[config.mk]
export PLATFORM = sky130hd
export DESIGN_NAME = alu_serial_seq
export DESIGN_NICKNAME = d
export VERILOG_FILES = /design/src/rtl/alu_serial_pkg.sv /design/src/rtl/alu_1.sv /design/src/rtl/alu_serial_seq.sv
export SDC_FILE = /design/constraint.sdc
export NUM_CORES = 1
export LEC_CHECK = 0
export ABC_CLOCK_PERIOD_IN_PS = 4340
export CORE_UTILIZATION = 30
export DETAILED_ROUTE_END_ITERATION = 6
export GPL_TIMING_DRIVEN = 1
export PLACE_DENSITY = 0.56
export SKIP_CTS_REPAIR_TIMING = 1
export SLEW_MARGIN = 20
export SYNTH_ARGS = -nofsm -noshare
export SYNTH_HDL_FRONTEND = slang
export SYNTH_HIERARCHICAL = 1
export SYNTH_SLANG_ARGS = --single-unit
[constraint.sdc]
create_clock -name clock -period 4.34 [get_ports clock]
set_clock_uncertainty 0.2 [all_clocks]
set_input_delay 0.651 -clock clock [delete_from_list [all_inputs] [get_ports clock]]
set_output_delay 0.651 -clock clock [all_outputs]
set_load 0.05 [all_outputs]
[src/rtl/alu_serial_pkg.sv]
// Shared opcodes, FSM state, slice selects and operation decode for the bit-serial ALU.
// Define ALU_SERIAL_SLT_EN to enable set-less-than (0111); otherwise 0111 is unsupported.
package alu_serial_pkg;

  localparam int DEFAULT_WIDTH = 32;

  localparam logic [3:0] OP_AND  = 4'b0000;
  localparam logic [3:0] OP_OR   = 4'b0001;
  localparam logic [3:0] OP_ADD  = 4'b0010;
  localparam logic [3:0] OP_ADD2 = 4'b0011;
  localparam logic [3:0] OP_SUB  = 4'b0110;
  localparam logic [3:0] OP_SLT  = 4'b0111;
  localparam logic [3:0] OP_NOR  = 4'b1100;

  typedef enum logic [1:0] {
    ST_IDLE = 2'd0,
    ST_RUN  = 2'd1,
    ST_DONE = 2'd2
  } state_t;

  localparam logic [1:0] SL_AND = 2'd0;
  localparam logic [1:0] SL_OR  = 2'd1;
  localparam logic [1:0] SL_ADD = 2'd2;
  localparam logic [1:0] SL_NOR = 2'd3;

  // inv_b doubles as the initial carry: only the a + ~b + 1 forms start with carry 1.
  typedef struct packed {
    logic       valid;
    logic       arith;
    logic       slt;
    logic       inv_b;
    logic [1:0] sop;
  } op_ctl_t;

  function automatic op_ctl_t decode_op(input logic [3:0] code);
    op_ctl_t c;
    c = '0;
    case (code)
      OP_AND: begin c.valid = 1'b1; c.sop = SL_AND; end
      OP_OR:  begin c.valid = 1'b1; c.sop = SL_OR;  end
      OP_NOR: begin c.valid = 1'b1; c.sop = SL_NOR; end
      OP_ADD, OP_ADD2: begin
        c.valid = 1'b1; c.arith = 1'b1; c.sop = SL_ADD;
      end
      OP_SUB: begin
        c.valid = 1'b1; c.arith = 1'b1; c.inv_b = 1'b1; c.sop = SL_ADD;
      end
`ifdef ALU_SERIAL_SLT_EN
      OP_SLT: begin
        c.valid = 1'b1; c.slt = 1'b1; c.inv_b = 1'b1; c.sop = SL_ADD;
      end
`endif
      default: c = '0;
    endcase
    return c;
  endfunction

endpackage

[src/rtl/alu_1.sv]
// One-bit ALU slice: AND / OR / full-add / NOR on single bits with carry in and out.
module alu_1 (
  input  logic       a,
  input  logic       b,
  input  logic       carry_in,
  input  logic [1:0] op,
  output logic       result,
  output logic       carry_out
);

  assign carry_out = (a & b) | (carry_in & (a ^ b));

  always_comb begin
    result = 1'b0;
    case (op)
      2'd0:    result = a & b;
      2'd1:    result = a | b;
      2'd2:    result = a ^ b ^ carry_in;
      default: result = ~(a | b);
    endcase
  end

endmodule

[src/rtl/alu_serial_seq.sv]
// Bit-serial ALU: one alu_1 slice processes operands LSB first over WIDTH cycles.
// Optional SLT support is enabled by defining ALU_SERIAL_SLT_EN (see alu_serial_pkg).
module alu_serial_seq
  import alu_serial_pkg::*;
#(
  parameter int WIDTH = DEFAULT_WIDTH
) (
  input  logic             clock,
  input  logic             reset_n,
  input  logic             start,
  input  logic [WIDTH-1:0] data_in_0,
  input  logic [WIDTH-1:0] data_in_1,
  input  logic [3:0]       alu_control,
  output logic             busy,
  output logic             done,
  output logic [WIDTH-1:0] result,
  output logic             zero,
  output logic             carry_out,
  output logic             overflow,
  output logic [1:0]       state_dbg
);

  localparam int CW = (WIDTH > 1) ? $clog2(WIDTH) : 1;

  state_t           state_q, state_d;
  logic [CW-1:0]    cnt_q;
  logic [WIDTH-1:0] a_q, b_q;
  logic [WIDTH-2:0] sh_q;
  op_ctl_t          ctl_q, ctl_new;
  logic             carry_q;

  logic             accept, last;
  logic             bit_a, bit_b, slice_res, slice_cout;
  logic             msb_ovf;
  logic [WIDTH-1:0] sum_full, fin_res;

  // Handshake: start is taken on any edge where the FSM is not in RUN; done is a
  // one-cycle pulse and result/flags stay valid until the next accepted start.
  assign accept    = start && (state_q != ST_RUN);
  assign last      = (state_q == ST_RUN) && (cnt_q == CW'(WIDTH - 1));
  assign ctl_new   = decode_op(alu_control);
  assign state_dbg = state_q;

  assign bit_a = a_q[cnt_q];
  assign bit_b = b_q[cnt_q] ^ ctl_q.inv_b;

  alu_1 u_slice (
    .a         (bit_a),
    .b         (bit_b),
    .carry_in  (carry_q),
    .op        (ctl_q.sop),
    .result    (slice_res),
    .carry_out (slice_cout)
  );

  always_ff @(posedge clock or negedge reset_n) begin
    if (!reset_n) state_q <= ST_IDLE;
    else          state_q <= state_d;
  end

  always_comb begin
    state_d = state_q;
    busy    = 1'b0;
    done    = 1'b0;
    case (state_q)
      ST_IDLE: if (start) state_d = ST_RUN;
      ST_RUN: begin
        busy = 1'b1;
        if (last) state_d = ST_DONE;
      end
      ST_DONE: begin
        done    = 1'b1;
        state_d = start ? ST_RUN : ST_IDLE;
      end
      default: state_d = ST_IDLE;
    endcase
  end

  // Final-bit view: carry_q is the carry into the MSB, slice_cout the carry out of it.
  assign msb_ovf  = carry_q ^ slice_cout;
  assign sum_full = {slice_res, sh_q};

  always_comb begin
    fin_res = '0;
    if (ctl_q.valid) begin
      if (ctl_q.slt) fin_res = {{(WIDTH-1){1'b0}}, slice_res ^ msb_ovf};
      else           fin_res = sum_full;
    end
  end

  always_ff @(posedge clock or negedge reset_n) begin
    if (!reset_n) begin
      cnt_q     <= '0;
      a_q       <= '0;
      b_q       <= '0;
      sh_q      <= '0;
      ctl_q     <= '0;
      carry_q   <= 1'b0;
      result    <= '0;
      zero      <= 1'b0;
      carry_out <= 1'b0;
      overflow  <= 1'b0;
    end else if (accept) begin
      a_q     <= data_in_0;
      b_q     <= data_in_1;
      ctl_q   <= ctl_new;
      carry_q <= ctl_new.inv_b;
      cnt_q   <= '0;
    end else if (state_q == ST_RUN) begin
      sh_q    <= {slice_res, sh_q[WIDTH-2:1]};
      carry_q <= slice_cout;
      cnt_q   <= cnt_q + CW'(1);
      if (last) begin
        result    <= fin_res;
        zero      <= (fin_res == '0);
        carry_out <= ctl_q.arith & slice_cout;
        overflow  <= ctl_q.arith & msb_ovf;
      end
    end
  end

endmodule

==> metrics.md <==
| Metric | Value |
|---|---|
| Buf/Inv on CP | `2` |
| Clk pin slew, worst setup/hold paths | `roughly 0.060 ns` |
| Unrepaired setup endpoints after global routing | `no` |
| Yosys reg bits | `around 140` |
| Detailed-routing iteration count for the pre-antenna-repair pass | `4` |
| Avg Cell Area, Syn | `11.22 sq um` |
| Fin Setup TNS | `0 ns` |
| Clock sink total | `143` |
| Synth area leaders | `dfrtp_1, mux2_2, nand2_1` |
| Per-cell routed wire length | `14.11 microns` |
| CTS tree | `yes` |
| Cell Pwr Density | `between 600 and 700 nW/um^2` |
| Leakage | `roughly 3.6 nW` |
| Filler-free cell count of the finished design | `937` |
| Cells after synthesis | `between 500 and 600` |
| Number of global-route vias before repair | `~4300` |
| # IOs | `between 100 and 150` |
| Initial antenna violation count | `0` |
| Leading cell type in the layout, fill and taps excluded | `nand2_1` |
| Cell taking the most area after synthesis | `dfrtp_1` |
| Finish-stage setup viols | `0` |
| Clock latency on the worst-skew pair | `about 0.43 ns` |
| Die Wd | `between 100 and 150 microns` |
| CP endpoint kind | `flop` |
| Core area | `just over 20000 sq um` |
| Relative slew slack | `between 20 and 30%` |
| CP max stage cell | `mux4_1` |
| Post-Syn Area | `6196 sq um` |
| Largest net degree at the start of global routing | `between 100 and 150` |
| Max cap viols | `0` |
| DRT iter0 DRCs | `215` |
| Yosys top cell area share | `between 50% and 60%` |
| Syn nets | `628` |
| Vias/cell | `4.504` |
| Sequential fraction of the synthesis area | `between 50 and 60%` |
| Synth-to-Final Area Change | `31.56%` |
| Nets | `730` |
| Tot GR Track Use | `13.27%` |
| Critical path required time | `approximately 4.5 ns` |
| Share of layout cells above drive strength 1 | `18.74%` |
| Unique masters post-synth | `34` |
| Syn. warnings | `6` |
| H-Tree Level Count | `4` |
| Worst-Margin Slew | `roughly 1.1 ns` |
| Worst Path Arrival | `between 3 and 4 ns` |
| Final period utilization | `just under 90%` |
| Sequence of cells on the critical path | `buf_4 -> mux4_1 -> mux4_2 -> mux2_2 -> inv_1 -> fa_1 -> nor2_1 -> a21oi_1 -> a21oi_1 -> nor4_1 -> nand4_1 -> o21ai_0 -> mux2_2` |
| Die area | `~21000 sq um` |
| Total congestion overflow | `0` |
| Critical path's top delay family | `multiplexers` |
| Die Span Y | `roughly 150 microns` |
| Final ANT Viol Nets | `0` |
| HPWL Detailed | `slightly above 9000 microns` |
| Kind of critical path | `flop to flop` |
| Root buffer cell | `clkbuf_16` |
| Final Hold Fails | `0` |
| Hold WC Path Type | `input port to async pin` |
| Slew Viols, Final | `0` |
| Dpl cells | `between 900 and 1000` |
| # DRC | `0` |
| Run status | `finished clean` |
| Rows | `52` |
| Ant. Diodes | `0` |
| Clk buf depth | `2` |
| Worst Path Max Fanout | `25` |
| Max IR drop VDD | `about 0.35 mV` |
| Port Buf Inserts | `109` |
| Max Fclk | `0.2629 GHz` |
| Vias | `4220` |
| CP peak stage delay | `0.61 ns` |
| GP Congestion | `about 0.76` |
| First-pass GRT wire length | `22020 microns` |
| Tmin final | `3.804 ns` |
| Commonest cells after routing, fill and taps aside | `nand2_1, dfrtp_1, clkdlybuf4s50_1, mux2_2, o21ai_0` |
| CP startpoint kind | `flop` |
| Total wire length | `between 10000 and 15000 microns` |
| TritonCTS buffer count | `17` |
| Starting density of the core | `about 31%` |
==> final timing paths <==
| kind | startpoint | endpoint | slack, ns | cells after the start |
|---|---|---|---|---|
| hold reg to reg | result[12]$_DFFE_PN0P_ | result[12]$_DFFE_PN0P_ | 0.27 | 2 |
| min in group clock | result[12]$_DFFE_PN0P_ | result[12]$_DFFE_PN0P_ | 0.27 | 2 |
| setup reg to reg | cnt_q[0]$_DFFE_PN0P_ | zero$_DFFE_PN0P_ | 0.54 | 13 |
| max in group asynchronous | reset_n | a_q[28]$_DFFE_PN0P_ | 2.79 | 2 |
| setup / recovery | cnt_q[0]$_DFFE_PN0P_ | zero$_DFFE_PN0P_ | 0.54 | 13 |
| hold / removal | reset_n | b_q[29]$_DFFE_PN0P_ | 0.13 | 1 |
==> worst reg2reg max path, stage by stage (launching register included) <==
cell and delay, ns:
dfrtp_1 0.32, buf_4 0.35, mux4_1 0.62, mux4_2 0.46, mux2_2 0.29, inv_1 0.10
fa_1 0.39, nor2_1 0.10, a21oi_1 0.05, a21oi_1 0.27, nor4_1 0.08, nand4_1 0.09
o21ai_0 0.08, mux2_2 0.31
==> sequential cells by signal, summed over array words and instances, names as in the netlist, 2 cells and up <==
signal and flops:
a_q 32, b_q 32, cnt_q 5, ctl_q 5
result 32, sh_q 31, state_dbg 2
==> layer usage <==
| metal | wire length [microns] | up-vias | share of wire (%) | track usage (%) |
|---|---|---|---|---|
| met4 | 229 | 0 | 1.7 | 5.579 |
| met1 | 5915 | 2011 | 45 | 16.35 |
| met3 | 570 | 22 | 4.3 | 3.574 |
| li1 | - | 2088 | - | - |
| met2 | 6504 | 99 | 49 | 21.94 |
| met5 | 0 | - | 0 | 0 |
==> cell usage after synthesis <==
cell type and instances:
buf_2 2, xor2_1 1, nor4_1 8, and3_1 1, nor2_1 8, xnor2_1 1, a21oi_1 6, mux4_1 3
a221o_1 2, o31ai_1 1, dfrtp_1 143, buf_8 1, o21a_1 1, mux2_2 71, a211oi_1 1, a21o_1 1
inv_1 9, buf_6 1, a31oi_1 2, nand2_1 174, nor3b_1 1, buf_1 5, mux4_2 11, o21ai_0 43
nor2b_1 4, clkbuf_1 24, ha_1 4, mux2i_1 5, o22ai_1 2, nor3_1 1, fa_1 1, nand3_1 8
nand2b_1 2, nand4_1 4
==> metrics by stage <==
stage	util, %	hold slack, ns	instance area (sq um)	power [mW]	setup slack, ns
after floorplan	-	0.1554	6196	3.612	0.8438
after global placement	37.31	0.2619	7548	4.074	0.5803
after detailed placement	37.31	0.2699	7548	4.150	0.4838
after CTS	40.27	0.2173	8149	5.638	0.4776
after global routing	40.29	0.1958	8152	5.937	0.2523
final	40.29	0.1281	8152	5.551	0.5356
==> logic make-up (layout without fill, tap and decap cells) <==
logic type | Yosys count | in the layout | share of synthesized area, %
xor+xnor | 2 | 2 | 0.2828
fa+ha+maj | 5 | 5 | 1.131
flops | 143 | 143 | 57.75
compound gates | 59 | 59 | 5.170
mux | 90 | 90 | 18.98
buf+inv | 42 | 157 | 2.888
simple gates | 211 | 211 | 13.79
==> report_power, final <==
group | total [mW] | leakage (nW) | switching, mW | internal, mW
registers | 2.26 | 1.80 | 0.420 | 1.84
logic | 1.83 | 1.47 | 0.868 | 0.959
clock network | 1.47 | 0.281 | 0.573 | 0.893
==> area by class of cell <==
| class | instances | area, sq um |
|---|---|---|
| Clock buffer | 20 | 466.7 |
| Clock inverter | 12 | 133.9 |
| Fill cell | 1920 | 12080 |
| Inverter | 9 | 33.78 |
| Multi-Input combinational cell | 367 | 2444 |
| Sequential cell | 143 | 3578 |
| Tap cell | 270 | 337.8 |
| Timing Repair Buffer | 116 | 1157 |
(Power assumes the default switching activity.)
